===== src/rtl/dest_drain_pkg.sv =====
// Shared types and constants for the destination-FIFO drain controller.
package dest_drain_pkg;

  localparam int DATA_W_DEF = 6;
  localparam int CNT_W_DEF  = 8;

  localparam logic DEST_D0 = 1'b0;
  localparam logic DEST_D1 = 1'b1;

  typedef enum logic [1:0] {
    IDLE   = 2'd0,
    ACTIVE = 2'd1,
    DRAIN  = 2'd2
  } state_t;

endpackage


===== src/rtl/drain_out_buf.sv =====
// Two-entry in-order {dest, data} buffer with valid/ready read side.
// Async active-low clear; occupancy exported for pop admission.
module drain_out_buf
  import dest_drain_pkg::*;
#(
  parameter int DATA_W = DATA_W_DEF
) (
  input  logic              clk,
  input  logic              reset_L,
  input  logic              wr_en,
  input  logic              wr_dest,
  input  logic [DATA_W-1:0] wr_data,
  input  logic              rd_ready,
  output logic              rd_valid,
  output logic              rd_dest,
  output logic [DATA_W-1:0] rd_data,
  output logic [1:0]        occ
);

  logic [DATA_W:0] mem_q [2];
  logic            wp_q, wp_d;
  logic            rp_q, rp_d;
  logic [1:0]      cnt_q, cnt_d;
  logic            rd;

  assign rd_valid = (cnt_q != 2'd0);
  assign rd       = rd_valid & rd_ready;
  assign occ      = cnt_q;
  assign {rd_dest, rd_data} = mem_q[rp_q];

  always_comb begin
    wp_d  = wp_q;
    rp_d  = rp_q;
    cnt_d = cnt_q;
    if (wr_en) wp_d = ~wp_q;
    if (rd)    rp_d = ~rp_q;
    unique case ({wr_en, rd})
      2'b10:   cnt_d = cnt_q + 2'd1;
      2'b01:   cnt_d = cnt_q - 2'd1;
      default: cnt_d = cnt_q;
    endcase
  end

  // Write while full and reading is safe: the slot written is the head leaving.
  always_ff @(posedge clk or negedge reset_L) begin
    if (!reset_L) begin
      for (int i = 0; i < 2; i++) mem_q[i] <= '0;
      wp_q  <= 1'b0;
      rp_q  <= 1'b0;
      cnt_q <= 2'd0;
    end else begin
      if (wr_en) mem_q[wp_q] <= {wr_dest, wr_data};
      wp_q  <= wp_d;
      rp_q  <= rp_d;
      cnt_q <= cnt_d;
    end
  end

endmodule


===== src/rtl/dest_drain_ctrl.sv =====
// Round-robin reader for destination FIFOs D0/D1 with output buffer.
// Define DRAIN_CHECK_EN to enable the per-destination sequence checker.
module dest_drain_ctrl
  import dest_drain_pkg::*;
#(
  parameter int DATA_W = DATA_W_DEF,
  parameter int CNT_W  = CNT_W_DEF
) (
  input  logic              clk,
  input  logic              reset_L,
  input  logic              init,
  input  logic              fifo_empty_d0,
  input  logic              fifo_empty_d1,
  input  logic [DATA_W-1:0] data_out_0,
  input  logic [DATA_W-1:0] data_out_1,
  input  logic              sink_ready,
  output logic              pop_d0,
  output logic              pop_d1,
  output logic              rd_valid,
  output logic [DATA_W-1:0] rd_data,
  output logic              rd_dest,
  output logic [CNT_W-1:0]  cnt_d0,
  output logic [CNT_W-1:0]  cnt_d1,
  output logic              idle,
  output logic              err_seq
);

  state_t             state_q, state_d;
  logic               rr_q, rr_d;
  logic               infl_q, infl_dest_q;
  logic [CNT_W-1:0]   cnt0_q, cnt1_q;
  logic [1:0]         occ;
  logic               xfer;
  logic               start;
  logic               has_space;
  logic [2:0]         used;
  logic [DATA_W-1:0]  wr_data;

  assign xfer      = rd_valid & sink_ready;
  assign used      = {1'b0, occ} + {2'b00, infl_q};
  assign has_space = used < (3'd2 + {2'b00, xfer});
  assign wr_data   = (infl_dest_q == DEST_D1) ? data_out_1 : data_out_0;

  always_comb begin
    state_d = state_q;
    rr_d    = rr_q;
    pop_d0  = 1'b0;
    pop_d1  = 1'b0;
    start   = 1'b0;
    unique case (state_q)
      IDLE: begin
        if (init) begin
          state_d = ACTIVE;
          start   = 1'b1;
        end
      end
      ACTIVE: begin
        if (!init) begin
          state_d = DRAIN;
        end else if (has_space) begin
          if (!fifo_empty_d0 && !fifo_empty_d1) begin
            pop_d0 = (rr_q == DEST_D0);
            pop_d1 = (rr_q == DEST_D1);
            rr_d   = ~rr_q;
          end else if (!fifo_empty_d0) begin
            pop_d0 = 1'b1;
            rr_d   = DEST_D1;
          end else if (!fifo_empty_d1) begin
            pop_d1 = 1'b1;
            rr_d   = DEST_D0;
          end
        end
      end
      DRAIN: begin
        if (init) begin
          state_d = ACTIVE;
        end else if (occ == 2'd0 && !infl_q) begin
          state_d = IDLE;
        end
      end
      default: state_d = IDLE;
    endcase
  end

  always_ff @(posedge clk or negedge reset_L) begin
    if (!reset_L) begin
      state_q     <= IDLE;
      rr_q        <= DEST_D0;
      infl_q      <= 1'b0;
      infl_dest_q <= DEST_D0;
    end else begin
      state_q     <= state_d;
      rr_q        <= rr_d;
      infl_q      <= pop_d0 | pop_d1;
      infl_dest_q <= pop_d1 ? DEST_D1 : DEST_D0;
    end
  end

  // Delivered-word counters saturate rather than wrap.
  always_ff @(posedge clk or negedge reset_L) begin
    if (!reset_L) begin
      cnt0_q <= '0;
      cnt1_q <= '0;
    end else if (start) begin
      cnt0_q <= '0;
      cnt1_q <= '0;
    end else if (xfer) begin
      if (rd_dest == DEST_D0 && !(&cnt0_q)) cnt0_q <= cnt0_q + 1'b1;
      if (rd_dest == DEST_D1 && !(&cnt1_q)) cnt1_q <= cnt1_q + 1'b1;
    end
  end

  drain_out_buf #(
    .DATA_W (DATA_W)
  ) u_buf (
    .clk      (clk),
    .reset_L  (reset_L),
    .wr_en    (infl_q),
    .wr_dest  (infl_dest_q),
    .wr_data  (wr_data),
    .rd_ready (sink_ready),
    .rd_valid (rd_valid),
    .rd_dest  (rd_dest),
    .rd_data  (rd_data),
    .occ      (occ)
  );

  assign cnt_d0 = cnt0_q;
  assign cnt_d1 = cnt1_q;
  assign idle   = (state_q == IDLE);

`ifdef DRAIN_CHECK_EN
  logic [1:0]        exp_vld_q;
  logic [DATA_W-1:0] exp0_q, exp1_q;
  logic              err_q;

  always_ff @(posedge clk or negedge reset_L) begin
    if (!reset_L) begin
      exp_vld_q <= 2'b00;
      exp0_q    <= '0;
      exp1_q    <= '0;
      err_q     <= 1'b0;
    end else if (start) begin
      exp_vld_q <= 2'b00;
      err_q     <= 1'b0;
    end else if (xfer) begin
      if (rd_dest == DEST_D0) begin
        if (exp_vld_q[0] && rd_data != exp0_q) err_q <= 1'b1;
        exp0_q       <= rd_data + 1'b1;
        exp_vld_q[0] <= 1'b1;
      end else begin
        if (exp_vld_q[1] && rd_data != exp1_q) err_q <= 1'b1;
        exp1_q       <= rd_data + 1'b1;
        exp_vld_q[1] <= 1'b1;
      end
    end
  end

  assign err_seq = err_q;
`else
  assign err_seq = 1'b0;
`endif

endmodule


===== config.mk =====
export PLATFORM = sky130hd
export DESIGN_NAME = dest_drain_ctrl
export DESIGN_NICKNAME = d
export VERILOG_FILES = /design/src/rtl/dest_drain_pkg.sv /design/src/rtl/drain_out_buf.sv /design/src/rtl/dest_drain_ctrl.sv
export SDC_FILE = /design/constraint.sdc
export NUM_CORES = 1
export LEC_CHECK = 0
export CAP_MARGIN = 5
export CELL_PAD_IN_SITES_DETAIL_PLACEMENT = 1
export CELL_PAD_IN_SITES_GLOBAL_PLACEMENT = 2
export CORE_MARGIN = 8
export CORE_UTILIZATION = 36
export CTS_BUF_LIST = sky130_fd_sc_hd__clkbuf_4
export DETAILED_ROUTE_END_ITERATION = 7
export PLACE_DENSITY = 0.95
export SLEW_MARGIN = 0
export SYNTH_ARGS = -nofsm -noshare
export SYNTH_HDL_FRONTEND = slang
export SYNTH_HIERARCHICAL = 1
export SYNTH_SLANG_ARGS = --single-unit

===== constraint.sdc =====
create_clock -name clk -period 4.2 [get_ports clk]
set_input_delay 0.84 -clock clk [delete_from_list [all_inputs] [get_ports clk]]
set_output_delay 0.84 -clock clk [all_outputs]
set_load 0.005 [all_outputs]

==> results of run 1 <==
-- state kept, by name (all words and copies together) (netlist names) --
name,flops
u_buf/wp_q,1
cnt_d0,8
state_q,2
u_buf/mem_q,14
u_buf/occ,2
u_buf/rp_q,1
rr_q,1
cnt_d1,8
infl_dest_q,1
infl_q,1
-- cell usage after synthesis, drive strengths merged --
| cell type | count | area (um^2) |
|---|---|---|
| xor2 | 6 | 52.55 |
| a41oi | 1 | 8.760 |
| mux2i | 2 | 20.02 |
| inv | 4 | 15.01 |
| and4 | 3 | 27.53 |
| nand4 | 2 | 12.51 |
| and3 | 1 | 6.260 |
| and2 | 2 | 15.02 |
| clkbuf | 2 | 7.510 |
| o31ai | 3 | 22.52 |
| o2111ai | 1 | 8.760 |
| o21ai | 1 | 5.000 |
| nand3 | 5 | 25.02 |
| o311ai | 1 | 8.760 |
| conb | 1 | 3.750 |
| o41ai | 1 | 8.760 |
| nor3 | 5 | 25.02 |
| nand3b | 2 | 27.53 |
| a31o | 1 | 8.760 |
| or4 | 3 | 23.77 |
| dfrtp | 39 | 975.9 |
| o211ai | 2 | 15.01 |
| nand2 | 9 | 36.29 |
| a211oi | 3 | 22.52 |
| nor2 | 16 | 67.56 |
| mux2 | 27 | 304.0 |
| nor4b | 1 | 8.760 |
| ha | 5 | 62.56 |
| xnor2 | 7 | 61.31 |
| nor2b | 1 | 6.260 |
| a2111o | 1 | 11.26 |
| buf | 3 | 23.77 |
| nand2b | 1 | 6.260 |
| or2 | 1 | 6.260 |
| a21oi | 6 | 30.03 |
| a2111oi | 2 | 17.52 |
| a21o | 1 | 7.510 |
-- layout make-up --
class                           count  area (um^2)
Fill cell                         598         2884
Sequential cell                    39        975.9
Multi-Input combinational cell    124        973.4
Timing Repair Buffer               45        442.9
Tap cell                           72        90.09
Clock buffer                        7        52.55
Inverter                            4        15.01
Clock inverter                      1        5.005
-- metrics by stage --
step | cell area (um^2) | instances | utilization, % | hold WS (ns) | setup WS, ns
floorplan | 1996 | 172 | - | 0.4627 | 1.746
global placement | 2497 | 284 | 45.92 | 0.4816 | 0.5301
detailed placement | 2497 | 284 | 45.92 | 0.4922 | 0.4867
CTS | 2555 | 292 | 46.97 | 0.5159 | 0.4733
global route | 2555 | 292 | 46.97 | 0.5348 | 0.3668
finish | 2555 | 292 | 46.97 | 0.5152 | 0.5002
-- power groups by stage --
stage / clock network, mW / registers (mW) / logic, mW
4_1_cts: 0.207 / 0.581 / 0.487
6_report: 0.197 / 0.580 / 0.475
3_3_place_gp: 0 / 0.584 / 0.468
5_1_grt: 0.220 / 0.601 / 0.523
3_5_place_dp: 0 / 0.590 / 0.485
2_1_floorplan: 0 / 0.553 / 0.292
-- logic make-up after synthesis --
| group | synth area share [%] |
|---|---|
| adder cells (fa/ha/maj) | 3.135 |
| AND/OR/NAND/NOR | 14.73 |
| XOR/XNOR | 5.705 |
| AO/OA/AOI/OAI | 8.778 |
| multiplexers | 16.24 |
| flip-flops | 48.90 |
| buffers and inverters | 2.320 |
| other | 0.1879 |
-- routing by layer --
metal / vias to the layer above / wire length (um) / track usage (%)
met5: - / 0 / 0
met4: 0 / 88 / 5.409
met3: 5 / 180 / 3.159
met2: 24 / 2198 / 20.00
met1: 719 / 2020 / 13.90
li1: 720 / - / -
-- final timing paths --
check	startpoint	endpoint	slack, ns	depth (start not counted)
setup / recovery	sink_ready	pop_d1	0.50	5
hold / removal	u_buf/mem_q[9]	u_buf/mem_q[9]	0.52	1
setup reg to reg	u_buf/rp_q	cnt_d0[5]	2.00	5
hold reg to reg	u_buf/mem_q[9]	u_buf/mem_q[9]	0.52	1
max in group asynchronous	reset_L	cnt_d1[7]	3.06	1
min in group asynchronous	reset_L	u_buf/mem_q[0]	0.60	1
-- worst max-delay path, delay by kind of cell --
family | cells | cell delay, ns
buffers and inverters | 2 | 1.18
and+or+nand+nor | 2 | 0.35
AOI/OAI and AO/OA | 1 | 0.49
==> reports/metrics.yaml, run 1 <==
hpwl_mm: 3.441
synth_warnings: 6
final_common_cell: "clkdlybuf4s50_1"
diodes: 0
drive_gt1_share_pct: 20.45
antenna_found_initial: 0
ys_seq_area_share_pct: 48.90
grt-ovfl-total: 0
portBuffers: 44
path_class: "input port to output pin"
most-common-layout-cells: "43 x clkdlybuf4s50_1, 39 x dfrtp_1, 27 x mux2_2"
fin_total_pwr_mw: 1.252
synth_cell_type_count: 46
fin_worst_skew_ns: 0.01006
drc_errors: 0
timing.critical_path.required_ns: 3.36
ys_ff_latch: 39
wl_mm: 4.488
clk_latency_ns: 0.35
slowest_stage: "clkdlybuf4s50_1"
power_density_nw_per_um2: 490.0
cts_buffers: 5
critPathMostFrequentCell: "clkdlybuf4s50_1"
irDropWorstVdd_v: 0.0002768
finalCritPeriodShare_pct: 88.09
status: "completed"
firstDrtPassIters: 4
cts-root-buf: "clkbuf_4"
grt_pass1_wl_mm: 7.928
die_area_um2: 8182
syn_area_um2: 1996
cp-start-kind: "input port"
switching_share_pct: 31.19
ant_nets: 0
pwr-share-clk_pct: 15.7
avgSynthCellArea_um2: 11.60
grt_usage_pct: 11.92
grt_max_degree: 40
hold_violations: 0
period_needed_ns: 3.700
p_comb_share_pct: 37.9
critPathMaxStageDelay_ns: 0.63
power_frac_seq_pct: 46.3
cts_sinks: 39
hold_buffers: 0
avgViaCountPerCell: 5.027
routedWlPerCell_um: 15.37
netlist_instances: 172
clockBufferDepth: 2
p_leak_nw: 1.064
endpoint_kind: "output pin"
internal_power_mw: 0.8614
drt-initial-drc-count: 37
tightest_slew_ns: 0.8730
crit_chain: "clkdlybuf4s50_1 -> nand3b_1 -> a2111o_1 -> nor3_1 -> clkdlybuf4s50_1"
slew-limit-headroom_pct: 41.80
setup-violations-final: 0
rows: 27
syn_nets: 195
cap_viol_max_count: 0
hold_path_class: "flop to flop"
fp.dieW_um: 90.46
crit_arrival_ns: 2.86
syn2layout_area_growth_pct: 28.03
routabilityCongestion: 0.7741
start_util_pct: 36.69
coreArea_um2: 5439
clk_pin_slew_worst_paths_ns: 0.11
h-tree-depth: 2
fin_tns_setup_ns: 0
pin_count: 46
vias: 1468
slew_violations: 0
finish.net_count: 242
die_h_um: 90.46
grt_pass1_vias: 1629
cts_setup_buffers: 0
ctsResizeCount: 0
cts_tree: "built"
rsz0062_at_grt: "no"
maxClockFrequency_mhz: 270.3
switchingPower_mw: 0.3905
critical_path.max_fanout: 7
Power figures use the tool's default switching activity.
==> inputs of run 2 (changes only) <==
Settings changed: PLACE_DENSITY 0.95 to 0.91.
==> run 2 against run 1 <==
Against the previous run:
- final area up 0.29%
- clock skew down 0.0015 ns
- via count up 2.4%
- register-to-register slack about the same
- core utilization up 0.14 points
- setup slack better by 0.16 ns
- die area unchanged
- count of clock-buffer cells in the layout unchanged
- non-clock buffer count up 1
- power up 0.26%
- critical path depth unchanged
- first-iteration DRC count up 30%
- largest power group unchanged
==> reports/metrics.yaml, run 2 (synthesis gave the netlist of run 1 again) <==
critical_path.max_fanout: 5  # -2
maxClockFrequency_mhz: 282.6  # +4.6%
hold_end: "u_buf/mem_q[5]"
slew_violations: 0  # unchanged
rows: 27  # unchanged
grt-ovfl-total: 0  # unchanged
ctsResizeCount: 0  # unchanged
switchingPower_mw: 0.3934  # +0.75%
vias: 1503  # +2.4%
start_util_pct: 36.69  # unchanged
critPathMostFrequentCell: "clkdlybuf4s50_1"
cts-root-buf: "clkbuf_4"
syn2layout_area_growth_pct: 28.40
fill_cells: 612  # +2.3%
wl_mm: 4.657  # +3.8%
antenna_found_initial: 0  # unchanged
busiest_layer: "met2"
drc_errors: 0  # unchanged
finalCritPeriodShare_pct: 84.25  # -3.8 points
globalRouteMet1Util_pct: 14.59  # +0.69 points
hold_violations: 0  # unchanged
p_leak_nw: 1.069  # +0.45%
r2r-end: "cnt_d0[5]"
tightest_slew_ns: 0.8594  # -0.01359 ns
cp_top_family: "buffers and inverters"
fin_worst_skew_ns: 0.008539  # -0.001524 ns
period_needed_ns: 3.539  # -0.1611 ns
cts_buffers: 5  # unchanged
slew-limit-headroom_pct: 42.71  # +0.91 points
internal_power_mw: 0.8617  # about the same
die_area_um2: 8182  # unchanged
critPathMaxStageDelay_ns: 0.55  # -0.08 ns
slowest_stage: "clkdlybuf4s50_1"
pin_count: 46  # unchanged
clk_pin_slew_worst_paths_ns: 0.11  # about the same
cts_sinks: 39  # unchanged
worstHoldStart: "u_buf/mem_q[5]"
coreArea_um2: 5439  # unchanged
die_h_um: 90.46  # unchanged
clockBufferDepth: 2  # unchanged
drt-initial-drc-count: 48  # +30%
fin_tns_setup_ns: 0  # unchanged
power_density_nw_per_um2: 489.8  # about the same
grt_usage_pct: 11.94  # +0.013 points
diodes: 0  # unchanged
largest_register_ffs: 14  # unchanged
cts_tree: "built"
hold_path_class: "flop to flop"
status: "completed"
cp-start-kind: "input port"
rsz0062_at_grt: "no"
routabilityCongestion: 0.7786  # +0.58%
grt_pass1_wl_mm: 8.073  # +1.8%
endpoint_kind: "output pin"
most-common-layout-cells: "43 x clkdlybuf4s50_1, 39 x dfrtp_1, 27 x mux2_2"
pwr-share-clk_pct: 15.8  # about the same
irDropWorstVdd_v: 0.0001976  # -29%
finish.net_count: 243  # +0.41%
global_route.usage.met2_pct: 20.00  # unchanged
final_cells: 293  # +0.34%
dpl_cell_area_um2: 2505  # +0.30%
rr_startpoint: "u_buf/rp_q"
reg2reg_slack_ns: 1.99  # about the same
largest_register: "u_buf/mem_q"
crit_arrival_ns: 2.70  # -0.16 ns
cts_setup_buffers: 0  # unchanged
p_comb_share_pct: 37.8  # about the same
ant_nets: 0  # unchanged
power_frac_seq_pct: 46.4  # about the same
grt_max_degree: 40  # unchanged
portBuffers: 44  # unchanged
crit_chain: "clkdlybuf4s50_1 -> nand3b_1 -> a2111o_1 -> nor3_1 -> clkdlybuf4s50_1"
timing.critical_path.required_ns: 3.36  # about the same
design_area_um2: 2562  # +0.29%
cap_viol_max_count: 0  # unchanged
cp_num_buf_inv: 2  # unchanged
clk_latency_ns: 0.33  # -0.02 ns
path_class: "input port to output pin"
use_met3_pct: 2.826  # -0.33 points
grt_pass1_vias: 1658  # +1.8%
drive_gt1_share_pct: 20.81  # +0.36 points
h-tree-depth: 2  # unchanged
worstHoldPathCells: 1  # unchanged
hold_buffers: 0  # unchanged
setup-violations-final: 0  # unchanged
fp.dieW_um: 90.46  # unchanged
firstDrtPassIters: 4  # unchanged
hpwl_mm: 3.504  # +1.8%
place_inst: 285  # +0.35%
r2r_cells: 5  # unchanged
routedWlPerCell_um: 15.89  # +3.4%
switching_share_pct: 31.34  # +0.15 points
avgViaCountPerCell: 5.130  # +2.0%
final_common_cell: "clkdlybuf4s50_1"
## run 2: cell types whose count changed in the layout (fill, tap and decap cells not counted), sizes merged
cell / delta
buf: +1
## run 2: worst register-to-register path: stages, from the launching register on
cell and delay, ns:
dfrtp_1 0.58, mux2_2 0.44, nand3b_4 0.20, a21o_1 0.28
or4_1 0.50, a21oi_1 0.15
## run 2: how the worst max path moves through the flow
stage | slack, ns | end | startpoint | cells past startpoint
3_3_place_gp | 0.67 | pop_d1 | sink_ready | 5
5_1_grt | 0.53 | pop_d1 | sink_ready | 5
6_report | 0.66 | pop_d1 | sink_ready | 5
4_1_cts | 0.63 | pop_d1 | sink_ready | 5
3_5_place_dp | 0.63 | pop_d1 | sink_ready | 5
2_1_floorplan | 1.75 | pop_d1 | sink_ready | 3
## run 2: area by class of cell
cell class	instances	area [um^2]	share of cell area, %
well taps	72	90.09	3.516
repair buffers	46	450.4	17.58
inverters	4	15.01	0.5859
multi-input cells	124	973.4	37.99
clock buffers	7	52.55	2.051
clock inverters	1	5.005	0.1953
flip-flops and latches	39	975.9	38.09
## run 2: per-layer routing
layer,vias up,wire [um]
met5,-,0
met4,0,47
met3,2,124
met2,24,2275
met1,751,2210
li1,726,-
## run 2: power groups by stage
stage	clock network, mW	logic (mW)	registers (mW)
floorplan	0	0.292	0.553
global placement	0	0.471	0.585
detailed placement	0	0.482	0.592
CTS	0.208	0.483	0.585
global route	0.226	0.522	0.601
finish	0.198	0.475	0.582
## run 2: stage by stage
stage	total power, mW	utilization, %	hold slack, ns	worst slack, ns
3_5_place_dp	1.074	46.05	0.4921	0.6317
4_1_cts	1.277	47.11	0.5182	0.6316
6_report	1.255	47.11	0.5138	0.6613
3_3_place_gp	1.056	46.05	0.4814	0.6720
2_1_floorplan	0.8449	-	0.4627	1.746
5_1_grt	1.349	47.11	0.5358	0.5350
